### src/rtl/mem_arbiter.sv
// mem_arbiter: two-port (fetch / data) round-robin arbiter onto one
// single-port memory with variable-latency ack and a per-grant timeout.
module mem_arbiter #(
  parameter int ADDR_W  = 32,
  parameter int DATA_W  = 32,
  parameter int TIMEOUT = 255
) (
  input  logic              clk,
  input  logic              reset,
  input  logic              if_req,
  input  logic [ADDR_W-1:0] if_addr,
  output logic [DATA_W-1:0] if_rdata,
  output logic              if_done,
  input  logic              d_req,
  input  logic              d_we,
  input  logic [ADDR_W-1:0] d_addr,
  input  logic [DATA_W-1:0] d_wdata,
  output logic [DATA_W-1:0] d_rdata,
  output logic              d_done,
  output logic              mem_req,
  output logic              mem_we,
  output logic [ADDR_W-1:0] mem_addr,
  output logic [DATA_W-1:0] mem_wdata,
  input  logic [DATA_W-1:0] mem_rdata,
  input  logic              mem_ack,
  output logic              busy,
  output logic              err
);

  localparam int CNT_W = $clog2(TIMEOUT + 1);
  // Last counter value of a grant; no ack here means the grant has used up
  // its TIMEOUT cycles.
  localparam logic [CNT_W-1:0] CNT_LAST = CNT_W'(TIMEOUT - 1);

  localparam logic [1:0] IDLE   = 2'd0;
  localparam logic [1:0] GNT_IF = 2'd1;
  localparam logic [1:0] GNT_D  = 2'd2;

  logic [1:0]       state;
  logic [1:0]       last_gnt;
  logic [CNT_W-1:0] wait_cnt;

  logic in_gnt;
  logic if_cand;
  logic d_cand;
  logic pick_d;
  logic grant;
  logic timeout_hit;
  logic finish;

  // Arbitration and completion decode; a port whose done is high this cycle
  // is held out so a still-asserted req is not serviced a second time.
  always_comb begin
    in_gnt      = (state == GNT_IF) || (state == GNT_D);
    if_cand     = if_req & ~if_done;
    d_cand      = d_req & ~d_done;
    pick_d      = d_cand & (~if_cand | (last_gnt == GNT_IF));
    grant       = (state == IDLE) & (if_cand | d_cand);
    timeout_hit = in_gnt & ~mem_ack & (wait_cnt == CNT_LAST);
    finish      = in_gnt & (mem_ack | timeout_hit);
  end

  assign mem_req = in_gnt;
  assign busy    = (state != IDLE);

  // FSM and round-robin history (history only moves on contention)
  always_ff @(posedge clk or negedge reset) begin
    if (!reset) begin
      state    <= IDLE;
      last_gnt <= GNT_IF;
    end else begin
      case (state)
        IDLE: begin
          if (grant) begin
            state <= pick_d ? GNT_D : GNT_IF;
            if (if_cand && d_cand) last_gnt <= pick_d ? GNT_D : GNT_IF;
          end
        end
        GNT_IF, GNT_D: begin
          if (finish) state <= IDLE;
        end
        default: state <= IDLE;
      endcase
    end
  end

  // Per-grant wait counter; stops short of TIMEOUT so it can never wrap
  always_ff @(posedge clk or negedge reset) begin
    if (!reset) begin
      wait_cnt <= '0;
    end else if (grant) begin
      wait_cnt <= '0;
    end else if (in_gnt && !finish) begin
      wait_cnt <= wait_cnt + CNT_W'(1);
    end
  end

  // Request latch: captured once at grant, drives the memory port unchanged
  always_ff @(posedge clk or negedge reset) begin
    if (!reset) begin
      mem_we    <= 1'b0;
      mem_addr  <= '0;
      mem_wdata <= '0;
    end else if (grant) begin
      mem_we    <= pick_d & d_we;
      mem_addr  <= pick_d ? d_addr : if_addr;
      mem_wdata <= pick_d ? d_wdata : '0;
    end
  end

  // Completion: owner's done pulse, read data capture, sticky timeout error
  always_ff @(posedge clk or negedge reset) begin
    if (!reset) begin
      if_done  <= 1'b0;
      d_done   <= 1'b0;
      if_rdata <= '0;
      d_rdata  <= '0;
      err      <= 1'b0;
    end else begin
      if_done <= finish & (state == GNT_IF);
      d_done  <= finish & (state == GNT_D);
      if (in_gnt && mem_ack && !mem_we) begin
        if (state == GNT_IF) if_rdata <= mem_rdata;
        else                 d_rdata  <= mem_rdata;
      end
      if (timeout_hit) err <= 1'b1;
    end
  end

endmodule

### config.mk
export PLATFORM = sky130hd
export DESIGN_NAME = mem_arbiter
export DESIGN_NICKNAME = d
export VERILOG_FILES = /design/src/rtl/mem_arbiter.sv
export SDC_FILE = /design/constraint.sdc
export NUM_CORES = 1
export LEC_CHECK = 0
export ABC_AREA = 1
export CAP_MARGIN = 15
export CORE_MARGIN = 4
export CORE_UTILIZATION = 47
export DETAILED_ROUTE_END_ITERATION = 8
export GPL_ROUTABILITY_DRIVEN = 0
export PLACE_DENSITY = 0.87
export SKIP_CTS_REPAIR_TIMING = 1
export SYNTH_ARGS = -nofsm -noshare
export SYNTH_HDL_FRONTEND = slang
export SYNTH_SLANG_ARGS = --single-unit
### constraint.sdc
create_clock -name clk -period 4.15 [get_ports clk]
set_input_delay 0.83 -clock clk [delete_from_list [all_inputs] [get_ports clk]]
set_output_delay 0.83 -clock clk [all_outputs]
set_load 0.05 [all_outputs]
==> results.md <==
* Synth Register Bits at ~140
* Syn Nets at 875
* Pins Over Slew Limit at 0
* Clk root buf: clkbuf_16
* Pre-Repair DR Iteration Count at 6
* Crit-path max FO at 4
* Commonest non-fill, non-tap cell in the layout: nand2_1
* Largest net degree at the start of global routing at around 100
* Area leader, netlist: dfrtp_1
* Clock skew at 0.0102 ns
* Routed vias at 5603
* TNS Setup at 0 ns
* Arrival time worst endpoint at 2.08 ns
* Initial antenna violation count at 1
* Nets@finish at 1132
* Clock-pin slew on the worst setup and hold paths at around 0.05 ns
* CTS tree: yes
* Measured slew at the worst slew-check pin at 0.856 ns
* Static Leakage at roughly 4.8 nW
* Req. time, crit path at 3.32 ns
* Top cells by area, synth: dfrtp_1 56%, nand2_1 18%, o21ai_2 6.1%
* Die Ht at 125 um
* CTS H-tree lvls at 4
* Hold Vio Cnt, Final at 0
* HPWL after DPL at 12400 um
* Remaining Overflow, GRT at 0
* Die Area at 15600 um2
* Ports at between 200 and 300
* Share of cells above drive strength 1 at 9.34%
* Vias/cell at 4.74
* GRT Total Usage at between 20% and 30%
* Startpoint types: register
* Core ar. at 13300 um2
* Slew headroom at 42.9%
* Routed WL at around 17000 um
* Syn. warnings at 0
* Setup slack after layout at 1.24 ns
* Mean post-synth cell area at 8.76 um2
* RSZ-0062 raised after global routing: false
* Synth unique cells at 25
* Final setup fails at 0
* First-pass GRT wire length at 27800 um
* Tightest Hold Check Type: reg2reg
* Cell Pwr Density at between 900 and 1000 nW/um2
* Synth top area share at 55.5%
* Final period util at 70.1%
* Clock latency at the later pin of the worst-skew pair at 0.41 ns
* Chip width at 125 um
* Vias in the first global route at 5558
* Mapped Cells at 736
* Initial DRC count at between 200 and 300
* Area Growth Syn to Fin at 50.2%
* Clk sink count at 144
* Max Root-Sink Buffers at 2
* Mapped cell area at 6440 um2
* Most frequent cells in the layout: 302 x nand2_1, 266 x clkdlybuf4s50_1, 143 x dfrtp_1
* FP Rows at 42
* DR DRC count at 0
* Fmax at 344 MHz
* Critical Path End Type: primary output
* Non-Filler Instances at 1183
* I/O Buffers at 267
* Placed Cells incl. Taps at 1150
* Fin crit period at 2.91 ns
* MaxCap Viol Count at 0
* Wire per inst at roughly 14 um
* Antenna-violating nets left at 0
* Status: finished clean
* Total CTS buffers at 17
* Peak VDD IR at about 470 uV
* Type of the worst setup path: reg2out
* Sequential cell area fraction in the yosys report at 55.9%
* Starting Density at about half
* Place WS at about 1.2 ns
## path summary, 6_finish.rpt
check / from / end / slack, ns / cells past startpoint
min in group asynchronous: reset / d_rdata[3] / 0.52 / 1
hold reg to reg: mem_wdata[15] / mem_wdata[15] / 0.47 / 2
setup reg to reg: state[0] / mem_addr[26] / 2.04 / 8
max in group asynchronous: reset / mem_addr[22] / 2.84 / 2
setup / recovery: state[0] / busy / 1.24 / 4
hold / removal: mem_wdata[15] / mem_wdata[15] / 0.47 / 2
## Yosys cell counts, drive strengths merged
| master | n |
|---|---|
| buf | 34 |
| dfrtp | 143 |
| dfstp | 1 |
| ha | 5 |
| inv | 82 |
| nand2 | 305 |
| nand3 | 14 |
| nand3b | 2 |
| nand4 | 1 |
| nor2 | 45 |
| nor3 | 2 |
| o21a | 1 |
| o21ai | 97 |
| xnor2 | 1 |
| xor2 | 3 |
## state kept, by name, indices dropped and copies added (netlist names)
name       flops
d_rdata       32
if_rdata      32
mem_addr      32
mem_wdata     32
wait_cnt       8
last_gnt       2
state          2
d_done         1
err            1
if_done        1
mem_we         1
## cell type report
type	count	area, um2
fill	1016	3670
sequential	144	3600
timing repair buffer	272	2720
multi-input combinational	476	2220
clock buffer	22	484
inverter	82	308
tap	176	220
clock inverter	10	109
antenna	1	2.50
## report_power, final
part	leakage [nW]	internal [mW]	switching [mW]
logic	2.66	1.64	3.58
registers	1.82	2.06	0.358
clock network	0.292	0.944	0.556
total	4.77	4.64	4.49
## routing by layer
metal  vias up  routed length [um]  track usage [%]
met3        37                1190             6.27
met4         0                 520             9.18
met1      2602                6730             25.3
li1       2764                   -                -
met5         -                   0                0
met2       200                8700             38.3
## critical path, stage by stage, from the launching register on
cell             delay, ns
dfrtp_1               0.37
inv_1                 0.07
ha_1                  0.24
inv_2                 0.16
clkdlybuf4s50_1       0.83
## per-stage QoR
stage                     instance area [um2]  power, mW  util [%]  hold slack (ns)
after global routing                     9680       9.63      72.5            0.489
after CTS                                9670       9.22      72.5            0.473
after floorplan                          6440       6.03         -            0.467
final                                    9680       9.13      72.5            0.468
after global placement                   9080       7.58      68.0            0.445
after detailed placement                 9080       7.67      68.0            0.458
## logic make-up (layout without fill, tap and decap cells)
group                    count (synthesis)  after routing  synth area share, %
AND/OR/NAND/NOR                        369            369                 22.7
flip-flops                             144            144                 55.9
buffers and inverters                  116            386                 9.53
AO/OA/AOI/OAI                           98             98                 10.3
adder cells (fa/ha/maj)                  5              5                0.971
XOR/XNOR                                 4              4                0.544
other                                    0              1                    0
Power figures use the tool's default switching activity.
